**config.mk**
```make
export PLATFORM = sky130hd
export DESIGN_NAME = arp_tbl_reg_bridge_flat
export DESIGN_NICKNAME = d
export VERILOG_FILES = /design/src/rtl/arp_tbl_reg_bridge_if.sv /design/src/rtl/arp_tbl_reg_bridge.sv /design/src/flat_wrapper.sv
export SDC_FILE = /design/constraint.sdc
export NUM_CORES = 1
export LEC_CHECK = 0
export ABC_CLOCK_PERIOD_IN_PS = 2300
export CORE_ASPECT_RATIO = 0.7
export CORE_MARGIN = 2
export CORE_UTILIZATION = 47
export DETAILED_ROUTE_END_ITERATION = 6
export PLACE_DENSITY = 0.83
export SLEW_MARGIN = 20
export SYNTH_ARGS = -nofsm -noshare
export SYNTH_HDL_FRONTEND = slang
export SYNTH_SLANG_ARGS = --single-unit
```
**constraint.sdc**
```tcl
create_clock -name AXI_ACLK -period 2.3 [get_ports AXI_ACLK]
set_input_delay 0.46 -clock AXI_ACLK [delete_from_list [all_inputs] [get_ports AXI_ACLK]]
set_output_delay 0.46 -clock AXI_ACLK [all_outputs]
set_load 0.02 [all_outputs]
```
**src/rtl/arp_tbl_reg_bridge_if.sv**
```systemverilog
// AXI4-Lite signal bundle between the interconnect and the ARP table register bridge.
interface arp_tbl_reg_bridge_if #(
  parameter int C_S_AXI_DATA_WIDTH = 32,
  parameter int C_S_AXI_ADDR_WIDTH = 32
);
  logic [C_S_AXI_ADDR_WIDTH-1:0]   S_AXI_AWADDR;
  logic                            S_AXI_AWVALID;
  logic                            S_AXI_AWREADY;
  logic [C_S_AXI_DATA_WIDTH-1:0]   S_AXI_WDATA;
  logic [C_S_AXI_DATA_WIDTH/8-1:0] S_AXI_WSTRB;
  logic                            S_AXI_WVALID;
  logic                            S_AXI_WREADY;
  logic [1:0]                      S_AXI_BRESP;
  logic                            S_AXI_BVALID;
  logic                            S_AXI_BREADY;
  logic [C_S_AXI_ADDR_WIDTH-1:0]   S_AXI_ARADDR;
  logic                            S_AXI_ARVALID;
  logic                            S_AXI_ARREADY;
  logic [C_S_AXI_DATA_WIDTH-1:0]   S_AXI_RDATA;
  logic [1:0]                      S_AXI_RRESP;
  logic                            S_AXI_RVALID;
  logic                            S_AXI_RREADY;

  modport slave (
    input  S_AXI_AWADDR, S_AXI_AWVALID, S_AXI_WDATA, S_AXI_WSTRB, S_AXI_WVALID,
           S_AXI_BREADY, S_AXI_ARADDR, S_AXI_ARVALID, S_AXI_RREADY,
    output S_AXI_AWREADY, S_AXI_WREADY, S_AXI_BRESP, S_AXI_BVALID,
           S_AXI_ARREADY, S_AXI_RDATA, S_AXI_RRESP, S_AXI_RVALID
  );

  modport master (
    output S_AXI_AWADDR, S_AXI_AWVALID, S_AXI_WDATA, S_AXI_WSTRB, S_AXI_WVALID,
           S_AXI_BREADY, S_AXI_ARADDR, S_AXI_ARVALID, S_AXI_RREADY,
    input  S_AXI_AWREADY, S_AXI_WREADY, S_AXI_BRESP, S_AXI_BVALID,
           S_AXI_ARREADY, S_AXI_RDATA, S_AXI_RRESP, S_AXI_RVALID
  );
endinterface

```
**src/rtl/arp_tbl_reg_bridge.sv**
```systemverilog
// AXI4-Lite slave staging 96-bit ARP table entries and issuing one-cycle table
// read/write requests, waiting for the ack with a timeout.
//
// state      | meaning
// IDLE       | accepting AXI writes, no table op in flight
// WR_REQ     | tbl_wr_req high for one cycle, addr/data registered
// RD_REQ     | tbl_rd_req high for one cycle, addr registered
// WR_WAIT    | waiting for tbl_wr_ack, timeout counting down
// RD_WAIT    | waiting for tbl_rd_ack, timeout counting down
module arp_tbl_reg_bridge #(
  parameter int C_S_AXI_DATA_WIDTH = 32,
  parameter int C_S_AXI_ADDR_WIDTH = 32,
  parameter int C_USE_WSTRB        = 0,
  parameter int C_ACK_TIMEOUT      = 16
) (
  input  logic                 AXI_ACLK,
  input  logic                 AXI_RESETN,
  arp_tbl_reg_bridge_if.slave  s_axi,
  output logic                 tbl_wr_req,
  output logic                 tbl_rd_req,
  output logic [4:0]           tbl_wr_addr,
  output logic [4:0]           tbl_rd_addr,
  output logic [95:0]          tbl_wr_data,
  input  logic [95:0]          tbl_rd_data,
  input  logic                 tbl_wr_ack,
  input  logic                 tbl_rd_ack
);

  typedef enum logic [2:0] {
    ST_IDLE    = 3'd0,
    ST_WR_REQ  = 3'd1,
    ST_RD_REQ  = 3'd2,
    ST_WR_WAIT = 3'd3,
    ST_RD_WAIT = 3'd4
  } state_t;

  localparam logic [7:0] LP_TMO    = 8'(C_ACK_TIMEOUT);
  localparam logic [1:0] LP_OKAY   = 2'b00;
  localparam logic [1:0] LP_SLVERR = 2'b10;

  state_t                        r_state;
  state_t                        w_state_nxt;
  logic [7:0]                    r_cnt;
  logic [7:0]                    w_cnt_nxt;
  logic                          w_tmo_set;
  logic                          w_rd_done;

  logic [2:0][31:0]              r_data;
  logic                          r_timeout;
  logic                          r_last_op;
  logic [4:0]                    r_last_addr;

  logic                          r_bvalid;
  logic [1:0]                    r_bresp;
  logic                          r_rvalid;
  logic [1:0]                    r_rresp;
  logic [C_S_AXI_DATA_WIDTH-1:0] r_rdata;

  logic [2:0]                    w_wsel;
  logic [2:0]                    w_rsel;
  logic                          w_wr_hs;
  logic                          w_rd_hs;
  logic                          w_wr_trig;
  logic                          w_rd_trig;
  logic                          w_wr_bad;
  logic                          w_busy;
  logic [C_S_AXI_DATA_WIDTH-1:0] w_rdata;
  logic                          w_rd_bad;
  logic                          w_unused_ok;

  assign w_wsel    = s_axi.S_AXI_AWADDR[4:2];
  assign w_rsel    = s_axi.S_AXI_ARADDR[4:2];
  assign w_busy    = (r_state != ST_IDLE);
  assign w_wr_hs   = s_axi.S_AXI_AWVALID & s_axi.S_AXI_WVALID & ~r_bvalid & ~w_busy;
  assign w_rd_hs   = s_axi.S_AXI_ARVALID & ~r_rvalid;
  assign w_wr_trig = w_wr_hs & (w_wsel == 3'd3);
  assign w_rd_trig = w_wr_hs & (w_wsel == 3'd4);
  assign w_wr_bad  = (w_wsel[2:1] == 2'b11);

  assign w_unused_ok = ^{s_axi.S_AXI_AWADDR[C_S_AXI_ADDR_WIDTH-1:5], s_axi.S_AXI_AWADDR[1:0],
                         s_axi.S_AXI_ARADDR[C_S_AXI_ADDR_WIDTH-1:5], s_axi.S_AXI_ARADDR[1:0]};

  assign s_axi.S_AXI_AWREADY = w_wr_hs;
  assign s_axi.S_AXI_WREADY  = w_wr_hs;
  assign s_axi.S_AXI_BVALID  = r_bvalid;
  assign s_axi.S_AXI_BRESP   = r_bresp;
  assign s_axi.S_AXI_ARREADY = w_rd_hs;
  assign s_axi.S_AXI_RVALID  = r_rvalid;
  assign s_axi.S_AXI_RRESP   = r_rresp;
  assign s_axi.S_AXI_RDATA   = r_rdata;

  assign tbl_wr_req = (r_state == ST_WR_REQ);
  assign tbl_rd_req = (r_state == ST_RD_REQ);

  function automatic logic [31:0] f_merge(input logic [31:0] old_w,
                                          input logic [31:0] new_w,
                                          input logic [3:0]  strb);
    logic [31:0] res;
    res = old_w;
    for (int b = 0; b < 4; b++) begin
      if ((C_USE_WSTRB == 0) || strb[b]) res[8*b +: 8] = new_w[8*b +: 8];
    end
    return res;
  endfunction

  always_comb begin
    w_state_nxt = r_state;
    w_cnt_nxt   = r_cnt;
    w_tmo_set   = 1'b0;
    w_rd_done   = 1'b0;
    case (r_state)
      ST_IDLE: begin
        if (w_wr_trig)      w_state_nxt = ST_WR_REQ;
        else if (w_rd_trig) w_state_nxt = ST_RD_REQ;
      end
      ST_WR_REQ: begin
        w_state_nxt = ST_WR_WAIT;
        w_cnt_nxt   = LP_TMO;
      end
      ST_RD_REQ: begin
        w_state_nxt = ST_RD_WAIT;
        w_cnt_nxt   = LP_TMO;
      end
      ST_WR_WAIT: begin
        if (tbl_wr_ack) begin
          w_state_nxt = ST_IDLE;
        end else if (r_cnt <= 8'd1) begin
          w_state_nxt = ST_IDLE;
          w_tmo_set   = 1'b1;
        end else begin
          w_cnt_nxt = r_cnt - 8'd1;
        end
      end
      ST_RD_WAIT: begin
        if (tbl_rd_ack) begin
          w_state_nxt = ST_IDLE;
          w_rd_done   = 1'b1;
        end else if (r_cnt <= 8'd1) begin
          w_state_nxt = ST_IDLE;
          w_tmo_set   = 1'b1;
        end else begin
          w_cnt_nxt = r_cnt - 8'd1;
        end
      end
      default: w_state_nxt = ST_IDLE;
    endcase
  end

  always_ff @(posedge AXI_ACLK or negedge AXI_RESETN) begin
    if (!AXI_RESETN) begin
      r_state <= ST_IDLE;
      r_cnt   <= 8'd0;
    end else begin
      r_state <= w_state_nxt;
      r_cnt   <= w_cnt_nxt;
    end
  end

  // Software writes can only land in IDLE, so they never collide with read-back data
  always_ff @(posedge AXI_ACLK or negedge AXI_RESETN) begin
    if (!AXI_RESETN) begin
      r_data <= '0;
    end else if (w_rd_done) begin
      r_data <= tbl_rd_data;
    end else if (w_wr_hs) begin
      case (w_wsel)
        3'd0: r_data[0] <= f_merge(r_data[0], s_axi.S_AXI_WDATA, s_axi.S_AXI_WSTRB);
        3'd1: r_data[1] <= f_merge(r_data[1], s_axi.S_AXI_WDATA, s_axi.S_AXI_WSTRB);
        3'd2: r_data[2] <= f_merge(r_data[2], s_axi.S_AXI_WDATA, s_axi.S_AXI_WSTRB);
        default: ;
      endcase
    end
  end

  always_ff @(posedge AXI_ACLK or negedge AXI_RESETN) begin
    if (!AXI_RESETN) begin
      tbl_wr_addr <= 5'd0;
      tbl_rd_addr <= 5'd0;
      tbl_wr_data <= '0;
      r_last_op   <= 1'b0;
      r_last_addr <= 5'd0;
    end else if (w_wr_trig) begin
      tbl_wr_addr <= s_axi.S_AXI_WDATA[4:0];
      tbl_wr_data <= r_data;
      r_last_op   <= 1'b0;
      r_last_addr <= s_axi.S_AXI_WDATA[4:0];
    end else if (w_rd_trig) begin
      tbl_rd_addr <= s_axi.S_AXI_WDATA[4:0];
      r_last_op   <= 1'b1;
      r_last_addr <= s_axi.S_AXI_WDATA[4:0];
    end
  end

  // A timeout landing in the same cycle as a STATUS read stays set
  always_ff @(posedge AXI_ACLK or negedge AXI_RESETN) begin
    if (!AXI_RESETN)                       r_timeout <= 1'b0;
    else if (w_tmo_set)                    r_timeout <= 1'b1;
    else if (w_rd_hs && (w_rsel == 3'd5)) r_timeout <= 1'b0;
  end

  always_ff @(posedge AXI_ACLK or negedge AXI_RESETN) begin
    if (!AXI_RESETN) begin
      r_bvalid <= 1'b0;
      r_bresp  <= LP_OKAY;
    end else if (w_wr_hs) begin
      r_bvalid <= 1'b1;
      r_bresp  <= w_wr_bad ? LP_SLVERR : LP_OKAY;
    end else if (s_axi.S_AXI_BREADY) begin
      r_bvalid <= 1'b0;
    end
  end

  always_comb begin
    w_rdata  = '0;
    w_rd_bad = 1'b0;
    case (w_rsel)
      3'd0:    w_rdata = r_data[0];
      3'd1:    w_rdata = r_data[1];
      3'd2:    w_rdata = r_data[2];
      3'd3:    w_rdata = {27'd0, tbl_wr_addr};
      3'd4:    w_rdata = {27'd0, tbl_rd_addr};
      3'd5:    w_rdata = {19'd0, r_last_addr, 5'd0, r_last_op, r_timeout, w_busy};
      default: w_rd_bad = 1'b1;
    endcase
  end

  always_ff @(posedge AXI_ACLK or negedge AXI_RESETN) begin
    if (!AXI_RESETN) begin
      r_rvalid <= 1'b0;
      r_rresp  <= LP_OKAY;
      r_rdata  <= '0;
    end else if (w_rd_hs) begin
      r_rvalid <= 1'b1;
      r_rresp  <= w_rd_bad ? LP_SLVERR : LP_OKAY;
      r_rdata  <= w_rdata;
    end else if (s_axi.S_AXI_RREADY) begin
      r_rvalid <= 1'b0;
    end
  end

endmodule

```
**src/flat_wrapper.sv**
```systemverilog
// flat-port wrapper written by rule: the top's interface ports become plain ports
module arp_tbl_reg_bridge_flat 
#(
  parameter int C_S_AXI_DATA_WIDTH = 32,
  parameter int C_S_AXI_ADDR_WIDTH = 32,
  parameter int C_USE_WSTRB        = 0,
  parameter int C_ACK_TIMEOUT      = 16
)
  (AXI_ACLK, AXI_RESETN, tbl_wr_req, tbl_rd_req, tbl_wr_addr, tbl_rd_addr, tbl_wr_data, tbl_rd_data, tbl_wr_ack, tbl_rd_ack, s_axi_S_AXI_AWADDR, s_axi_S_AXI_AWVALID, s_axi_S_AXI_WDATA, s_axi_S_AXI_WSTRB, s_axi_S_AXI_WVALID, s_axi_S_AXI_BREADY, s_axi_S_AXI_ARADDR, s_axi_S_AXI_ARVALID, s_axi_S_AXI_RREADY, s_axi_S_AXI_AWREADY, s_axi_S_AXI_WREADY, s_axi_S_AXI_BRESP, s_axi_S_AXI_BVALID, s_axi_S_AXI_ARREADY, s_axi_S_AXI_RDATA, s_axi_S_AXI_RRESP, s_axi_S_AXI_RVALID);
  arp_tbl_reg_bridge_if #(.C_S_AXI_DATA_WIDTH(C_S_AXI_DATA_WIDTH), .C_S_AXI_ADDR_WIDTH(C_S_AXI_ADDR_WIDTH)) s_axi_i ();
  input  logic AXI_ACLK;
  input  logic AXI_RESETN;
  output logic tbl_wr_req;
  output logic tbl_rd_req;
  output logic [4:0] tbl_wr_addr;
  output logic [4:0] tbl_rd_addr;
  output logic [95:0] tbl_wr_data;
  input  logic [95:0] tbl_rd_data;
  input  logic tbl_wr_ack;
  input  logic tbl_rd_ack;
  input wire logic [$bits(s_axi_i.S_AXI_AWADDR)-1:0] s_axi_S_AXI_AWADDR;
  input wire logic [$bits(s_axi_i.S_AXI_AWVALID)-1:0] s_axi_S_AXI_AWVALID;
  input wire logic [$bits(s_axi_i.S_AXI_WDATA)-1:0] s_axi_S_AXI_WDATA;
  input wire logic [$bits(s_axi_i.S_AXI_WSTRB)-1:0] s_axi_S_AXI_WSTRB;
  input wire logic [$bits(s_axi_i.S_AXI_WVALID)-1:0] s_axi_S_AXI_WVALID;
  input wire logic [$bits(s_axi_i.S_AXI_BREADY)-1:0] s_axi_S_AXI_BREADY;
  input wire logic [$bits(s_axi_i.S_AXI_ARADDR)-1:0] s_axi_S_AXI_ARADDR;
  input wire logic [$bits(s_axi_i.S_AXI_ARVALID)-1:0] s_axi_S_AXI_ARVALID;
  input wire logic [$bits(s_axi_i.S_AXI_RREADY)-1:0] s_axi_S_AXI_RREADY;
  output wire logic [$bits(s_axi_i.S_AXI_AWREADY)-1:0] s_axi_S_AXI_AWREADY;
  output wire logic [$bits(s_axi_i.S_AXI_WREADY)-1:0] s_axi_S_AXI_WREADY;
  output wire logic [$bits(s_axi_i.S_AXI_BRESP)-1:0] s_axi_S_AXI_BRESP;
  output wire logic [$bits(s_axi_i.S_AXI_BVALID)-1:0] s_axi_S_AXI_BVALID;
  output wire logic [$bits(s_axi_i.S_AXI_ARREADY)-1:0] s_axi_S_AXI_ARREADY;
  output wire logic [$bits(s_axi_i.S_AXI_RDATA)-1:0] s_axi_S_AXI_RDATA;
  output wire logic [$bits(s_axi_i.S_AXI_RRESP)-1:0] s_axi_S_AXI_RRESP;
  output wire logic [$bits(s_axi_i.S_AXI_RVALID)-1:0] s_axi_S_AXI_RVALID;
  assign s_axi_i.S_AXI_AWADDR = s_axi_S_AXI_AWADDR;
  assign s_axi_i.S_AXI_AWVALID = s_axi_S_AXI_AWVALID;
  assign s_axi_i.S_AXI_WDATA = s_axi_S_AXI_WDATA;
  assign s_axi_i.S_AXI_WSTRB = s_axi_S_AXI_WSTRB;
  assign s_axi_i.S_AXI_WVALID = s_axi_S_AXI_WVALID;
  assign s_axi_i.S_AXI_BREADY = s_axi_S_AXI_BREADY;
  assign s_axi_i.S_AXI_ARADDR = s_axi_S_AXI_ARADDR;
  assign s_axi_i.S_AXI_ARVALID = s_axi_S_AXI_ARVALID;
  assign s_axi_i.S_AXI_RREADY = s_axi_S_AXI_RREADY;
  assign s_axi_S_AXI_AWREADY = s_axi_i.S_AXI_AWREADY;
  assign s_axi_S_AXI_WREADY = s_axi_i.S_AXI_WREADY;
  assign s_axi_S_AXI_BRESP = s_axi_i.S_AXI_BRESP;
  assign s_axi_S_AXI_BVALID = s_axi_i.S_AXI_BVALID;
  assign s_axi_S_AXI_ARREADY = s_axi_i.S_AXI_ARREADY;
  assign s_axi_S_AXI_RDATA = s_axi_i.S_AXI_RDATA;
  assign s_axi_S_AXI_RRESP = s_axi_i.S_AXI_RRESP;
  assign s_axi_S_AXI_RVALID = s_axi_i.S_AXI_RVALID;
  arp_tbl_reg_bridge #(.C_S_AXI_DATA_WIDTH(C_S_AXI_DATA_WIDTH), .C_S_AXI_ADDR_WIDTH(C_S_AXI_ADDR_WIDTH), .C_USE_WSTRB(C_USE_WSTRB), .C_ACK_TIMEOUT(C_ACK_TIMEOUT)) u_core (.AXI_ACLK(AXI_ACLK), .AXI_RESETN(AXI_RESETN), .s_axi(s_axi_i), .tbl_wr_req(tbl_wr_req), .tbl_rd_req(tbl_rd_req), .tbl_wr_addr(tbl_wr_addr), .tbl_rd_addr(tbl_rd_addr), .tbl_wr_data(tbl_wr_data), .tbl_rd_data(tbl_rd_data), .tbl_wr_ack(tbl_wr_ack), .tbl_rd_ack(tbl_rd_ack));
endmodule
```
==> results.txt <==
* Number of global-route vias before repair: around 9,900
* Tot GR Track Use: between 20% and 30%
- Final setup violation count: 0
- DRC violation count after routing: 0
- 354 I/O pins were placed.
- Derived from the worst setup path, the maximum achievable clock frequency is 449 MHz.
- First-pass GRT wire length: ~56,000 um
- Clk sinks: 256
- Syn-to-layout area delta: 39.3%
- Worst path cell trace: buf_4, nor3b_2, dlygate4sd2_1
- Counting along the longest clock path gives a buffer depth of 3.
- In this run, synthesis inferred 0 flip-flops with an integrated enable.
* Total leakage power: 0.00699 uW
- The worst-case IR drop observed on VDD is roughly 0.00065 V.
- Counting flops and latches in the post-synthesis netlist gives 256.
- In this run the number of H-tree levels came out at 1.
- Count of buffers from port buffering: 289
- Worst-path cell with the longest stage delay: sky130_fd_sc_hd__dfrtp_2
- Avg Synthesized Cell Area: between 10 and 15 um^2
- Along the worst hold path, the cell count comes to 2.
- CTS Buf Count: 25
* Final WL: 36,300 um
* Total count of max-transition violations in the final report: 0
- Yosys warns: 0
- Area share of the largest cell type after synthesis: 55.8%
* Total iterations of the first detailed-routing run: 5
- Detail-routed via count per cell: ~5.8
- The later pin in the worst-skew pair is clocked with a latency of roughly 0.52 ns.
- Cell Pwr Density: 1250 nW/um^2
- Routability cong.: 0.906
* Final worst slack: around 0.073 ns
- Measured against its own limit, the worst slew margin works out to 64.8%.
* Remaining Overflow, GRT: 0
- By area the synthesized netlist is led by sky130_fd_sc_hd__dfrtp_1 56%, sky130_fd_sc_hd__mux2_2 11%, sky130_fd_sc_hd__nand2_1 5.5%.
- After filler insertion, the fill cell instance count of the layout stands at 1,710.
- Length in cells of the worst reg-to-reg path: 7
* Share of layout cells above drive strength 1: 17.8%
- Run status: completed
- The initial antenna violation count was 0.
- For the final routed database, the setup TNS stands at 0 ns.
- Post-route minimum period: between 2 and 2.5 ns
* TritonCTS clock tree: yes
- Commonest cells after routing, fill and taps aside: 282 x sky130_fd_sc_hd__clkdlybuf4s50_1, 253 x sky130_fd_sc_hd__dfrtp_1, 167 x sky130_fd_sc_hd__nand2_1
- Dpl cell area: ~15,000 um^2
- The floorplan step set the die width to 191 um.
* Number of diodes: 0
- By startpoint and endpoint, the worst setup path is classified as register to primary output.
* Non-filler instance count after layout: ~1,700
- Largest clock skew in the final design: between 0.015 and 0.02 ns
* Wire length per cell: roughly 21 um
* Worst setup SP type: register
- Required @ worst endpoint: 1.84 ns
- Remaining antenna violation count after routing: 0
* RSZ-0062 raised after global routing: no
- Library cell used as clock root buffer: sky130_fd_sc_hd__clkbuf_16
* First DRT Iteration DRCs: 730
* Clk pin slew, worst setup/hold paths: 0.07 ns
* Placed wire-length estimate after detailed placement: 25,200 um
- The finished cells cover 16,000 um^2.
- Number of cell rows: 47
- Entering global routing, the biggest net connects 91 pins.
- In this run the worst hold path is classified as register to register.
- In this run the worst path has a maximum fanout of 5.
- Most common cell after layout, fill and taps aside: sky130_fd_sc_hd__clkdlybuf4s50_1
- DP Worst Slack: -0.283 ns
* Library cell occupying the most area in the post-synthesis netlist: sky130_fd_sc_hd__dfrtp_1
- In this run, placement finished with an instance count of between 1,500 and 2,000.
- Counting flops with an async set or reset pin after synthesis yields a share of 100%.
- Across the run, the number of max-cap violations was 0.
- Combined area of all synthesized cells: 11,500 um^2
- After synthesis, the netlist uses 50 different library cells.
- Via count of the routed design: 9,850
* Hold violation count in the final report: 0
- Share of the clock period used by the worst path after layout: ~97%
- Among all flip-flop cells after synthesis, the most frequent one is sky130_fd_sc_hd__dfrtp_1.
* Y dimension of the die: 135 um
* Final net count: 1,570
- CP max stage delay: about 0.45 ns
- The worst setup path is captured at a primary output.
- Post-synthesis instance total: 1,062
- Once the floorplan was initialized, standard cells occupied just under 50% of the core.
* Sequential share of the synthesized area: 55.8%
* Worst-Margin Slew: 0.528 ns
* Die Area: 25,700 um^2
- Data on the critical path arrives at its endpoint at roughly 1.8 ns.
- The core region is ~24,000 um^2.
## final timing paths
kind                                                    startpoint                                      end  slack (ns)
max in group asynchronous                               AXI_RESETN            u_core.r_state[0]$_DFFE_PN0P_        1.09
min reg2reg                u_core.s_axi.S_AXI_RRESP[1]$_DFFE_PN0P_  u_core.s_axi.S_AXI_RRESP[1]$_DFFE_PN0P_        0.48
max                                  u_core.r_state[2]$_DFFE_PN0P_                               tbl_rd_req        0.07
max reg2reg                          u_core.r_state[0]$_DFFE_PN0P_       u_core.tbl_wr_data[92]$_DFFE_PN0P_        0.23
min in group asynchronous                               AXI_RESETN       u_core.tbl_wr_data[34]$_DFFE_PN0P_        0.49
min                        u_core.s_axi.S_AXI_RRESP[1]$_DFFE_PN0P_  u_core.s_axi.S_AXI_RRESP[1]$_DFFE_PN0P_        0.48
## logic make-up after synthesis
kind of cell,share of synthesized area (%)
and+or+nand+nor,12.6
DFF,55.8
AOI/OAI and AO/OA,11.2
muxes,16.7
buffers and inverters,3.51
adders and majority gates,0.218
other,0.0327
## metal layers
metal  vias to the layer above  GRT usage, %  routed length [um]
li1                       4331             -                   -
met4                         0          7.32                 771
met1                      4919          38.1               14800
met5                         -             0                   0
met2                       541          44.8               16900
met3                        59          7.09                3790
## report_power, final
| group | internal (uW) | switching [uW] | total [uW] | leakage, uW |
|---|---|---|---|---|
| combinational | 3870 | 3640 | 7510 | 0.00341 |
| clock | 2610 | 1780 | 4390 | 0.000431 |
| sequential | 6540 | 1620 | 8160 | 0.00315 |
## cell usage after synthesis, drive strengths merged, types with 3 or more instances
library cell	instances
a22o	23
nand2	169
mux2	114
nand3b	8
nor3	5
nand3	12
nor2b	4
and4	5
mux2i	63
nor2	112
nor3b	4
a21oi	40
dfrtp	256
a22oi	9
o31ai	3
o221ai	5
buf	26
inv	9
a31oi	66
o21a	8
o21ai	35
clkbuf	54
nor4	3
## final cells by class
cell class,instances,area (um^2),area share (%)
flip-flops and latches,256,6410,40.1
multi-input cells,718,4730,29.5
repair buffers,353,3560,22.2
clock buffers,32,702,4.39
well taps,318,398,2.49
clock inverters,13,174,1.09
inverters,9,33.8,0.211
## stage by stage
stage / hold WS, ns / total power (uW) / util [%]
floorplan: 0.164 / 11800 / -
global placement: 0.442 / 15300 / 63.3
detailed placement: 0.443 / 15600 / 63.3
CTS: 0.469 / 20100 / 67.1
global route: 0.495 / 21000 / 67.2
finish: 0.478 / 20100 / 67.2
## repair_timing
action / in CTS / in global routing
resized for setup: 13 / 1
buffers inserted: 0 / 2
hold endpoints to repair: 49 / 0
setup endpoints to repair: 4 / 2
hold buffers: 1 / 0
## critical path: cells and delay by family, from the launching register on
family                 cells  cell delay (ns)
buffers and inverters      2             0.55
flip-flops                 1             0.45
AND/OR/NAND/NOR            1             0.25
## sequential cells by signal, summed over array words and instances (netlist names), 3 cells and up
name                      cells
u_core.tbl_wr_data           96
u_core.s_axi.S_AXI_RDATA     32
u_core.tbl_rd_addr            5
u_core.r_data                96
u_core.r_cnt                  8
u_core.r_state                3
u_core.r_last_addr            5
u_core.tbl_wr_addr            5
Power figures use the tool's default switching activity.
